File: config.mk
export PLATFORM = sky130hd
export DESIGN_NAME = tmds_deserializer
export DESIGN_NICKNAME = d
export VERILOG_FILES = /design/src/rtl/tmds_pkg.sv /design/src/rtl/tmds_lane_shift.sv /design/src/rtl/tmds_deserializer.sv
export SDC_FILE = /design/constraint.sdc
export NUM_CORES = 1
export LEC_CHECK = 0
export CAP_MARGIN = 20
export CORE_UTILIZATION = 30
export CTS_CLUSTER_DIAMETER = 60
export DETAILED_ROUTE_END_ITERATION = 10
export GPL_TIMING_DRIVEN = 1
export PLACE_DENSITY = 0.54
export RECOVER_POWER = 25
export SYNTH_ARGS = -nofsm -noshare
export SYNTH_HDL_FRONTEND = slang
export SYNTH_SLANG_ARGS = --single-unit
File: constraint.sdc
create_clock -name clk_TMDS -period 3.4 [get_ports clk_TMDS]
set_clock_uncertainty 0.2 [all_clocks]
set_input_delay 0.68 -clock clk_TMDS [delete_from_list [all_inputs] [get_ports clk_TMDS]]
set_output_delay 0.68 -clock clk_TMDS [all_outputs]
set_load 0.005 [all_outputs]
File: src/rtl/tmds_pkg.sv
// Shared TMDS definitions: symbol width, DVI control tokens and the alignment FSM states.
// Used by the deserializer and the TMDS encoder.
package tmds_pkg;

   localparam int TMDS_WORD_W = 10;

   localparam logic [TMDS_WORD_W-1:0] CTRL_TOKEN_00 = 10'b1101010100;
   localparam logic [TMDS_WORD_W-1:0] CTRL_TOKEN_01 = 10'b0010101011;
   localparam logic [TMDS_WORD_W-1:0] CTRL_TOKEN_10 = 10'b0101010100;
   localparam logic [TMDS_WORD_W-1:0] CTRL_TOKEN_11 = 10'b1010101011;

   typedef enum logic [1:0] {
      SEARCH  = 2'd0,
      CONFIRM = 2'd1,
      LOCKED  = 2'd2
   } tmds_state_e;

   function automatic logic is_ctrl_token(input logic [TMDS_WORD_W-1:0] sym);
      logic hit;
      case (sym)
         CTRL_TOKEN_00, CTRL_TOKEN_01, CTRL_TOKEN_10, CTRL_TOKEN_11: hit = 1'b1;
         default: hit = 1'b0;
      endcase
      return hit;
   endfunction

endpackage

File: src/rtl/tmds_lane_shift.sv
// One TMDS lane: LSB-first 10-bit shift register with symbol capture on load.
// The captured symbol includes the bit arriving on the load edge itself.
module tmds_lane_shift
   import tmds_pkg::*;
(
   input  logic                   clk_TMDS,
   input  logic                   rst_n,
   input  logic                   serial_bit,
   input  logic                   load,
   output logic [TMDS_WORD_W-1:0] symbol
);

   logic [TMDS_WORD_W-1:0] sr_r;
   logic [TMDS_WORD_W-1:0] sr_next_s;
   logic [TMDS_WORD_W-1:0] symbol_r;

   assign sr_next_s = {serial_bit, sr_r[TMDS_WORD_W-1:1]};
   assign symbol    = symbol_r;

   // Shift every bit clock; snapshot the completed word on load
   always_ff @(posedge clk_TMDS or negedge rst_n) begin
      if (!rst_n) begin
         sr_r     <= 10'd0;
         symbol_r <= 10'd0;
      end else begin
         sr_r <= sr_next_s;
         if (load) begin
            symbol_r <= sr_next_s;
         end
      end
   end

endmodule

File: src/rtl/tmds_deserializer.sv
// TMDS 1:10 deserializer with control-token word alignment via bit-slip.
// Optional lock-loss counter: define TMDS_DESER_REALIGN_CNT_EN.
module tmds_deserializer
   import tmds_pkg::*;
#(
   parameter int LOCK_COUNT    = 4,
   parameter int SEARCH_WORDS  = 1024,
   parameter int TIMEOUT_WORDS = 65536
) (
   input  logic                   clk_TMDS,
   input  logic                   rst_n,
   input  logic [2:0]             TMDS_serial,
   output logic [TMDS_WORD_W-1:0] TMDS_red,
   output logic [TMDS_WORD_W-1:0] TMDS_green,
   output logic [TMDS_WORD_W-1:0] TMDS_blue,
   output logic                   word_valid,
   output logic                   locked,
   output logic [15:0]            realign_count
);

   localparam int WC_W = $clog2(SEARCH_WORDS + 1);
   localparam int CC_W = $clog2(LOCK_COUNT + 1);
   localparam int TC_W = $clog2(TIMEOUT_WORDS + 1);
   localparam logic [WC_W-1:0] WC_LAST = WC_W'(SEARCH_WORDS - 1);
   localparam logic [WC_W-1:0] WC_ONE  = WC_W'(1);
   localparam logic [CC_W-1:0] CC_LAST = CC_W'(LOCK_COUNT - 1);
   localparam logic [CC_W-1:0] CC_ONE  = CC_W'(1);
   localparam logic [TC_W-1:0] TC_LAST = TC_W'(TIMEOUT_WORDS - 1);
   localparam logic [TC_W-1:0] TC_ONE  = TC_W'(1);

   logic [3:0]             phase_r, phase_next_s;
   logic                   load_s, load_d_r, slip_s, token_s;
   logic [TMDS_WORD_W-1:0] red_s, green_s, blue_s;
   logic [TMDS_WORD_W-1:0] red_r, green_r, blue_r;
   logic                   word_valid_r, locked_r;
   tmds_state_e            state_r, state_next_s;
   logic [WC_W-1:0]        word_cnt_r, word_cnt_next_s;
   logic [CC_W-1:0]        conf_cnt_r, conf_cnt_next_s;
   logic [TC_W-1:0]        to_cnt_r, to_cnt_next_s;

   assign load_s = (phase_r == 4'd9);

   tmds_lane_shift u_lane_red   (.clk_TMDS(clk_TMDS), .rst_n(rst_n), .serial_bit(TMDS_serial[2]), .load(load_s), .symbol(red_s));
   tmds_lane_shift u_lane_green (.clk_TMDS(clk_TMDS), .rst_n(rst_n), .serial_bit(TMDS_serial[1]), .load(load_s), .symbol(green_s));
   tmds_lane_shift u_lane_blue  (.clk_TMDS(clk_TMDS), .rst_n(rst_n), .serial_bit(TMDS_serial[0]), .load(load_s), .symbol(blue_s));

   // Word phase: a slip holds the count for one cycle, pushing the boundary one bit later
   always_comb begin
      phase_next_s = phase_r;
      if (slip_s) begin
         phase_next_s = phase_r;
      end else if (load_s) begin
         phase_next_s = 4'd0;
      end else begin
         phase_next_s = phase_r + 4'd1;
      end
   end

   // Phase counter and registered symbol/strobe outputs
   always_ff @(posedge clk_TMDS or negedge rst_n) begin
      if (!rst_n) begin
         phase_r      <= 4'd0;
         load_d_r     <= 1'b0;
         word_valid_r <= 1'b0;
         red_r        <= 10'd0;
         green_r      <= 10'd0;
         blue_r       <= 10'd0;
      end else begin
         phase_r      <= phase_next_s;
         load_d_r     <= load_s;
         word_valid_r <= load_d_r;
         if (load_d_r) begin
            red_r   <= red_s;
            green_r <= green_s;
            blue_r  <= blue_s;
         end
      end
   end

   assign token_s = is_ctrl_token(blue_r);

   // Alignment FSM: acts once per strobe; a token always beats a pending slip
   always_comb begin
      state_next_s    = state_r;
      word_cnt_next_s = word_cnt_r;
      conf_cnt_next_s = conf_cnt_r;
      to_cnt_next_s   = to_cnt_r;
      slip_s          = 1'b0;
      if (word_valid_r) begin
         case (state_r)
            SEARCH: begin
               if (token_s) begin
                  state_next_s    = CONFIRM;
                  conf_cnt_next_s = CC_ONE;
                  word_cnt_next_s = {WC_W{1'b0}};
               end else if (word_cnt_r == WC_LAST) begin
                  slip_s          = 1'b1;
                  word_cnt_next_s = {WC_W{1'b0}};
               end else begin
                  word_cnt_next_s = (word_cnt_r == {WC_W{1'b1}}) ? word_cnt_r : word_cnt_r + WC_ONE;
               end
            end
            CONFIRM: begin
               if (!token_s) begin
                  state_next_s    = SEARCH;
                  conf_cnt_next_s = {CC_W{1'b0}};
                  word_cnt_next_s = {WC_W{1'b0}};
               end else if (conf_cnt_r == CC_LAST) begin
                  state_next_s    = LOCKED;
                  conf_cnt_next_s = {CC_W{1'b0}};
                  to_cnt_next_s   = {TC_W{1'b0}};
               end else begin
                  conf_cnt_next_s = (conf_cnt_r == {CC_W{1'b1}}) ? conf_cnt_r : conf_cnt_r + CC_ONE;
               end
            end
            LOCKED: begin
               if (token_s) begin
                  to_cnt_next_s = {TC_W{1'b0}};
               end else if (to_cnt_r == TC_LAST) begin
                  state_next_s    = SEARCH;
                  to_cnt_next_s   = {TC_W{1'b0}};
                  word_cnt_next_s = {WC_W{1'b0}};
               end else begin
                  to_cnt_next_s = (to_cnt_r == {TC_W{1'b1}}) ? to_cnt_r : to_cnt_r + TC_ONE;
               end
            end
            default: begin
               state_next_s    = SEARCH;
               word_cnt_next_s = {WC_W{1'b0}};
               conf_cnt_next_s = {CC_W{1'b0}};
               to_cnt_next_s   = {TC_W{1'b0}};
            end
         endcase
      end else begin
         state_next_s = state_r;
      end
   end

   // FSM state, counters and the registered lock flag
   always_ff @(posedge clk_TMDS or negedge rst_n) begin
      if (!rst_n) begin
         state_r    <= SEARCH;
         word_cnt_r <= {WC_W{1'b0}};
         conf_cnt_r <= {CC_W{1'b0}};
         to_cnt_r   <= {TC_W{1'b0}};
         locked_r   <= 1'b0;
      end else begin
         state_r    <= state_next_s;
         word_cnt_r <= word_cnt_next_s;
         conf_cnt_r <= conf_cnt_next_s;
         to_cnt_r   <= to_cnt_next_s;
         locked_r   <= (state_next_s == LOCKED);
      end
   end

`ifdef TMDS_DESER_REALIGN_CNT_EN
   logic        realign_inc_s;
   logic [15:0] realign_cnt_r;

   assign realign_inc_s = word_valid_r && (state_r == LOCKED) && !token_s && (to_cnt_r == TC_LAST);

   // Saturating count of lock losses
   always_ff @(posedge clk_TMDS or negedge rst_n) begin
      if (!rst_n) begin
         realign_cnt_r <= 16'd0;
      end else if (realign_inc_s && (realign_cnt_r != 16'hFFFF)) begin
         realign_cnt_r <= realign_cnt_r + 16'd1;
      end
   end

   assign realign_count = realign_cnt_r;
`else
   assign realign_count = 16'd0;
`endif

   assign TMDS_red   = red_r;
   assign TMDS_green = green_r;
   assign TMDS_blue  = blue_r;
   assign word_valid = word_valid_r;
   assign locked     = locked_r;

endmodule

==> run_results.csv, run 1 <==
group,metric,value,unit
min_path,whs_path_depth,0,
cts,root_buffer,"clkbuf_16",
global_route,gr-total-overflow,0,
yosys,yosys.area_share.simple,11.8,%
critical_path,worstSetupEndpointType,"flip-flop",
global_route,use_met1,14.8,%
critical_path,r2r_end,"to_cnt_r[13]",
critical_path,crit_required,3.54,ns
cts,post_cts_resized,0,
floorplan,coreArea,16800,sq um
timing,fmax,363,MHz
floorplan,die-area,18000,sq um
cts,cts_setup_buffers,0,
floorplan,initial_core_util,31.2,%
yosys,synth_area,5250,sq um
floorplan,io-pin-count,53,
global_route,grt_use_met3,4.38,%
global_route,grt_usage,12.1,%
finish,nNetsFinal,470,
finish,final_area,6430,sq um
floorplan,die_w,134,um
global_route,grt_pass1_vias,3490,
critical_path,cp_max_fo,12,
pwr,power.leakage,2.66,nW
critical_path,slowest_delay,0.54,ns
yosys,ys_ff_latch,127,
yosys,synth_top_family_by_area,"multiplexers",
yosys,synth_mux_area_share,13.5,%
drt,route.detailed.drc,0,
timing,slew_viol_final,41,
run_status,violations,"capacitance limit, slew limit",
placed_design,gp_congestion,0.825,
drt,drtAntennaViolNets,0,
cts,clk_path_buf_depth,2,
yosys,yosysWarnings,0,
run_status,status,"finished, violations left",
global_route,met2_usage,18.7,%
drt,via_per_inst,4.75,
yosys,ys_seq_area_share,60.6,%
placed_design,postPlaceCellArea,5820,sq um
drt,drt_pass1_iterations,4,
global_route,grt.busiest_layer,"met2",
cts,cts_tree,"done",
yosys,synth_ff_type,"dfrtp_1",
drt,dr_total_vias,3298,
min_path,min_path_type,"flip-flop to flip-flop",
timing,rsz0062_at_grt,"false",
critical_path,r2r_cells,6,
finish,diodes,0,
global_route,grt_max_degree,65,
drt,wire_per_inst,14.1,um
critical_path,cp_slowest_cell,"or4_1",
critical_path,r2r_setup_slack,0.65,ns
yosys,synth_compound_area_share,7.63,%
floorplan,rows,47,
timing,setup_viol,0,
critical_path,startpoint_type,"flip-flop",
pwr,power.total,0.00358,W
cts,cts.sinks,127,
min_path,holdPathEnd,"u_lane_green.sr_r[1]",
min_path,min-delay-start,"u_lane_green.sr_r[2]",
finish,drive_gt1_share,21.5,%
yosys,ys_types,51,
yosys,postSynthCellCount,415,
drt,drtIter0Drc,117,
critical_path,path_class,"flip-flop to flip-flop",
floorplan,die_h,134,um
yosys,synth_xor_area_share,1.84,%
critical_path,cp_cell_sequence,"or2_1 > or4_1 > nand2_1 > o21ai_1 > or4_1 > a21oi_1",
critical_path,critPathArrivalTime,2.90,ns
placed_design,io_buffers,36,
placed_design,dp_hpwl,6400,um
critical_path,r2r_start,"TMDS_blue[6]",
finish,areaGrowthSynthToFinish,22.5,%
cts,hold_buffers,0,
run,drv_cap,1,
timing,fin_crit_sh,81.0,%
timing,hold_viol,0,
timing,fin_crit,2.75,ns
cts,clk_pin_slew_worst_paths,0.06,ns
global_route,antenna_found_initial,0,
drt,totalWireLength,9800,um
cts,htree_levels,4,
timing,tightestPinTransition,2.19,ns
yosys,syn_avg_cell_area,12.6,sq um
yosys,synth_fa_ha_area_share,0.715,%
timing,slew_headroom,-46.3,%
cts,numCtsBuffers,17,
critical_path,cpMostUsedCell,"or4_1",
cts,clock_latency,0.42,ns
global_route,grt_pass1_wl,17000,um
yosys,synth-edff-count,0,
yosys,async_flop_share,100,%
pwr,p_per_area,557,nW/um^2
pwr,ir_drop,365,uV
timing,tns,0,ns
## flip-flops by register name, summed over array words and instances (netlist names), 2 cells and up
register             cells
u_lane_blue.sr_r         9
u_lane_blue.symbol      10
u_lane_green.symbol     10
u_lane_red.sr_r          9
word_cnt_r              11
TMDS_green              10
conf_cnt_r               3
u_lane_red.symbol       10
TMDS_blue               10
TMDS_red                10
to_cnt_r                17
phase_r                  4
state_r                  2
u_lane_green.sr_r        9
## Yosys cell counts, drive strengths merged, types with 5 or more instances
| cell | n | area [sq um] |
|---|---|---|
| o21ai | 14 | 81.3 |
| nand3 | 11 | 55.1 |
| or3 | 7 | 43.8 |
| inv | 9 | 33.8 |
| nor2b | 6 | 37.5 |
| xnor2 | 8 | 70.1 |
| o31ai | 5 | 37.5 |
| nand2b | 5 | 31.3 |
| a21oi | 20 | 100 |
| nor2 | 20 | 75.1 |
| clkbuf | 8 | 30.0 |
| nand2 | 21 | 78.8 |
| mux2 | 63 | 709 |
| dfrtp | 127 | 3180 |
| buf | 21 | 140 |
| and3 | 5 | 31.3 |
| nor4 | 7 | 43.8 |
| nand4 | 9 | 71.3 |
| or4 | 7 | 56.3 |
## layer usage
| metal | part of all wire [%] | wire, um | vias to the layer above |
|---|---|---|---|
| met1 | 46 | 4540 | 1644 |
| met4 | 1.9 | 182 | 0 |
| met2 | 47 | 4560 | 73 |
| li1 | - | - | 1563 |
| met3 | 5.3 | 515 | 18 |
| met5 | 0 | 0 | - |
## cell type report
class / count / area (sq um)
Clock buffer: 18 / 429
Timing Repair Buffer: 42 / 412
Sequential cell: 127 / 3180
Fill cell: 1624 / 10400
Inverter: 9 / 33.8
Tap cell: 220 / 275
Multi-Input combinational cell: 265 / 1920
Clock inverter: 14 / 180
## worst max path at each step
stage / start / slack, ns / endpoint
after global routing: to_cnt_r[0] / 0.48 / word_cnt_r[9]
after CTS: TMDS_blue[6] / 0.64 / to_cnt_r[13]
after floorplan: TMDS_blue[6] / 0.95 / conf_cnt_r[0]
after detailed placement: TMDS_blue[6] / 0.65 / to_cnt_r[13]
final: TMDS_blue[6] / 0.65 / to_cnt_r[13]
after global placement: TMDS_blue[6] / 0.71 / to_cnt_r[13]
## layout by cell type (no fill, tap or decap), types with 3 or more instances in the layout
cell type and n:
nor2_1 20, clkdlybuf4s50_1 32, o31ai_1 5, o21ai_0 10
a21oi_1 20, ha_1 3, xnor2_1 8, or3_1 7
nand2b_1 5, xor2_1 3, inv_1 9, o22ai_1 4
nor4_1 7, nand2_1 21, clkbuf_16 17, nor3_1 3
nor2b_1 6, conb_1 16, dlygate4sd3_1 3, buf_4 5
nand4_1 8, mux2_1 3, or4_1 6, o21ai_1 3
and3_1 5, dfrtp_1 127, mux2_2 60, inv_6 5
clkinv_4 3, nand3_1 11, o21a_1 3, bufinv_16 3
## cell families after synthesis
logic type,Yosys count
buffers and inverters,38
flip-flops,127
adder cells (fa/ha/maj),3
other,1
XOR/XNOR,11
multiplexers,63
AND/OR/NAND/NOR,111
AO/OA/AOI/OAI,61
## power by group
part	switching (W)	internal (W)
clock	0.000698	0.00116
sequential	0.0000296	0.00157
combinational	0.0000556	0.0000644
## critical path, delay by kind of cell, from the launching register on
kind,cells,cell delay [ns]
and+or+nand+nor,4,1.61
AOI/OAI and AO/OA,2,0.47
DFF,1,0.40
## stage by stage
stage / cells / hold WS, ns / worst slack, ns / util, %
2_1_floorplan: 430 / 0.149 / 0.948 / -
3_3_place_gp: 663 / 0.153 / 0.709 / 34.6
3_5_place_dp: 663 / 0.154 / 0.655 / 34.6
4_1_cts: 695 / 0.0381 / 0.644 / 38.2
5_1_grt: 695 / 0.171 / 0.480 / 38.2
6_report: 695 / 0.163 / 0.646 / 38.2
Note: power is estimated with default switching activity, not from simulation.
==> run 2: changes to the inputs <==
--- a/config.mk
+++ b/config.mk
@@ -10,7 +10,7 @@
 export CTS_CLUSTER_DIAMETER = 60
 export DETAILED_ROUTE_END_ITERATION = 10
 export GPL_TIMING_DRIVEN = 1
-export PLACE_DENSITY = 0.54
+export PLACE_DENSITY = 0.56
 export RECOVER_POWER = 25
 export SYNTH_ARGS = -nofsm -noshare
 export SYNTH_HDL_FRONTEND = slang
==> constraint.sdc (replaced) <==
create_clock -name clk_TMDS -period 2.41 [get_ports clk_TMDS]
set_clock_uncertainty 0.2 [all_clocks]
set_input_delay 0.482 -clock clk_TMDS [delete_from_list [all_inputs] [get_ports clk_TMDS]]
set_output_delay 0.482 -clock clk_TMDS [all_outputs]
set_load 0.005 [all_outputs]
==> run_results.csv, run 2 (synthesized netlist as in run 1, its figures left out) <==
group,metric,value,unit
drt,via_per_inst,4.77,
drt,drtAntennaViolNets,0,
pwr,power.total,0.00506,W
critical_path,r2r_end,"word_cnt_r[6]",
floorplan,initial_core_util,31.2,%
drt,drt_pass1_iterations,4,
finish,final_cells,739,
pwr,p_sw_share,20.1,%
global_route,grt_max_degree,56,
run_status,violations,"setup timing",
floorplan,die-area,18000,sq um
timing,slew_viol_final,0,
global_route,gr-total-overflow,0,
critical_path,path_class,"flip-flop to flip-flop",
pwr,p_per_area,736,nW/um^2
placed_design,place_inst,703,
min_path,min_path_type,"flip-flop to flip-flop",
placed_design,dp_hpwl,6840,um
critical_path,crit_path_end,"word_cnt_r[6]",
placed_design,dp_slack,-0.0151,ns
pwr,ir_drop,544,uV
floorplan,io-pin-count,53,
cts,clock_latency,0.41,ns
timing,rsz0062_at_grt,"true",
global_route,grt_pass1_wl,17700,um
drt,drtIter0Drc,112,
floorplan,die_h,134,um
placed_design,io_buffers,36,
critical_path,critPathArrivalTime,2.55,ns
run_status,status,"finished, violations left",
pwr,comb_power_share,3.7,%
timing,fin_crit,2.41,ns
drt,totalWireLength,10200,um
cts,htree_levels,4,
run,drv_cap,0,
critical_path,startpoint_type,"flip-flop",
cts,cts.sinks,127,
finish,fin_util,40.8,%
drt,route.detailed.drc,0,
finish,fillers,1621,
timing,fmax,415,MHz
cts,clk_pin_slew_worst_paths,0.06,ns
cts,numCtsBuffers,17,
global_route,grt_usage,12.4,%
placed_design,gp_congestion,0.823,
pwr,switchingPower,0.00102,W
pwr,power.leakage,2.90,nW
cts,clk_path_buf_depth,2,
floorplan,die_w,134,um
timing,tightestPinTransition,1.13,ns
finish,nNetsFinal,515,
timing,setup_viol,1,
pwr,seqPwrFrac,44.4,%
critical_path,startpoint,"to_cnt_r[1]",
finish,diodes,0,
timing,holdWs,0.167,ns
timing,hold_viol,0,
timing,fin_crit_sh,100,%
pwr,p_clk_share,51.9,%
drt,wire_per_inst,13.8,um
critical_path,crit_required,2.54,ns
finish,final_common_cell,"dfrtp_1",
critical_path,r2r_cells,7,
critical_path,r2r_setup_slack,-0.002,ns
critical_path,r2r_start,"to_cnt_r[1]",
cts,cts_tree,"done",
global_route,antenna_found_initial,0,
finish,drive_gt1_share,31.0,%
floorplan,rows,47,
finish,layout_common_cells,"dfrtp_1 (127), mux2_2 (60), buf_4 (43)",
critical_path,cp_max_fo,6,
finish,top_register,"to_cnt_r",
floorplan,coreArea,16800,sq um
finish,top_regs,"to_cnt_r: 17 flops, word_cnt_r: 11 flops",
cts,root_buffer,"clkbuf_16",
timing,slew_headroom,24.5,%
finish,largest_reg_flops,17,
drt,dr_total_vias,3522,
pwr,p_int,0.00404,W
global_route,grt_pass1_vias,3677,
timing,finalWorstSetupSlack,-0.00151,ns
finish,areaGrowthSynthToFinish,31.0,%
critical_path,worstSetupEndpointType,"flip-flop",
## run 2: cell count changes in the layout (fill, tap and decap cells not counted), sizes merged
cell and delta:
buf +42, dlygate4sd3 +1, clkbuf +6, inv -5
## run 2: stage by stage
stage	setup TNS, ns	cell area [sq um]
finish	-0.00151	6870
global route	-0.693	6870
CTS	-0.00300	6790
detailed placement	-0.0360	6150
global placement	0	6150
floorplan	0	5310
## run 2: critical path: stages (launching register included)
cell and delay (ns):
dfrtp_1 0.35, ha_2 0.18, nand4_1 0.13, or4_4 0.48, o21ai_4 0.19, nand4_4 0.16, or4_4 0.55, a21oi_2 0.12
## run 2: worst min path at each step
stage,start,end,slack [ns],cells past startpoint
finish,u_lane_red.sr_r[5],u_lane_red.sr_r[4],0.17,0
global route,u_lane_red.sr_r[2],u_lane_red.sr_r[1],0.18,0
CTS,u_lane_red.sr_r[5],u_lane_red.sr_r[4],0.17,0
detailed placement,u_lane_green.sr_r[9],u_lane_green.sr_r[8],0.16,0
global placement,u_lane_blue.sr_r[2],u_lane_blue.sr_r[1],0.15,0
floorplan,rst_n,TMDS_blue[0],-0.01,0
## run 2: what timing repair did
| item | CTS | global route |
|---|---|---|
| setup buffers | 0 | 4 |
| pin swaps | 2 | 4 |
| resized for setup | 1 | 17 |
| endpoints found under the setup margin | 9 | 14 |
| hold buffers | 1 | 0 |
| hold endpoints to repair | 26 | 0 |
## run 2: cell type report
cell class	instances	area (sq um)	area share, %
clock buffers	22	484	7.05
repair buffers	87	778	11.3
flip-flops and latches	127	3180	46.3
clock inverters	9	133	1.93
inverters	9	33.8	0.492
multi-input cells	265	1990	28.9
well taps	220	275	4.01
## run 2: layer usage
metal / wire length [um] / up-vias / GRT usage [%] / share of wire, %
li1: - / 1656 / - / -
met1: 4690 / 1757 / 15.4 / 46
met2: 4870 / 91 / 19.7 / 48
met3: 460 / 18 / 3.74 / 4.5
met4: 187 / 0 / 6.24 / 1.8
met5: 0 / - / 0 / 0
## run 2: power groups by stage
stage | combinational [W] | sequential, W | clock [W]
2_1_floorplan | 0.0000761 | 0.00228 | 0
3_3_place_gp | 0.000187 | 0.00228 | 0
3_5_place_dp | 0.000191 | 0.00229 | 0
4_1_cts | 0.000194 | 0.00225 | 0.00268
5_1_grt | 0.000209 | 0.00226 | 0.00278
6_report | 0.000185 | 0.00225 | 0.00263
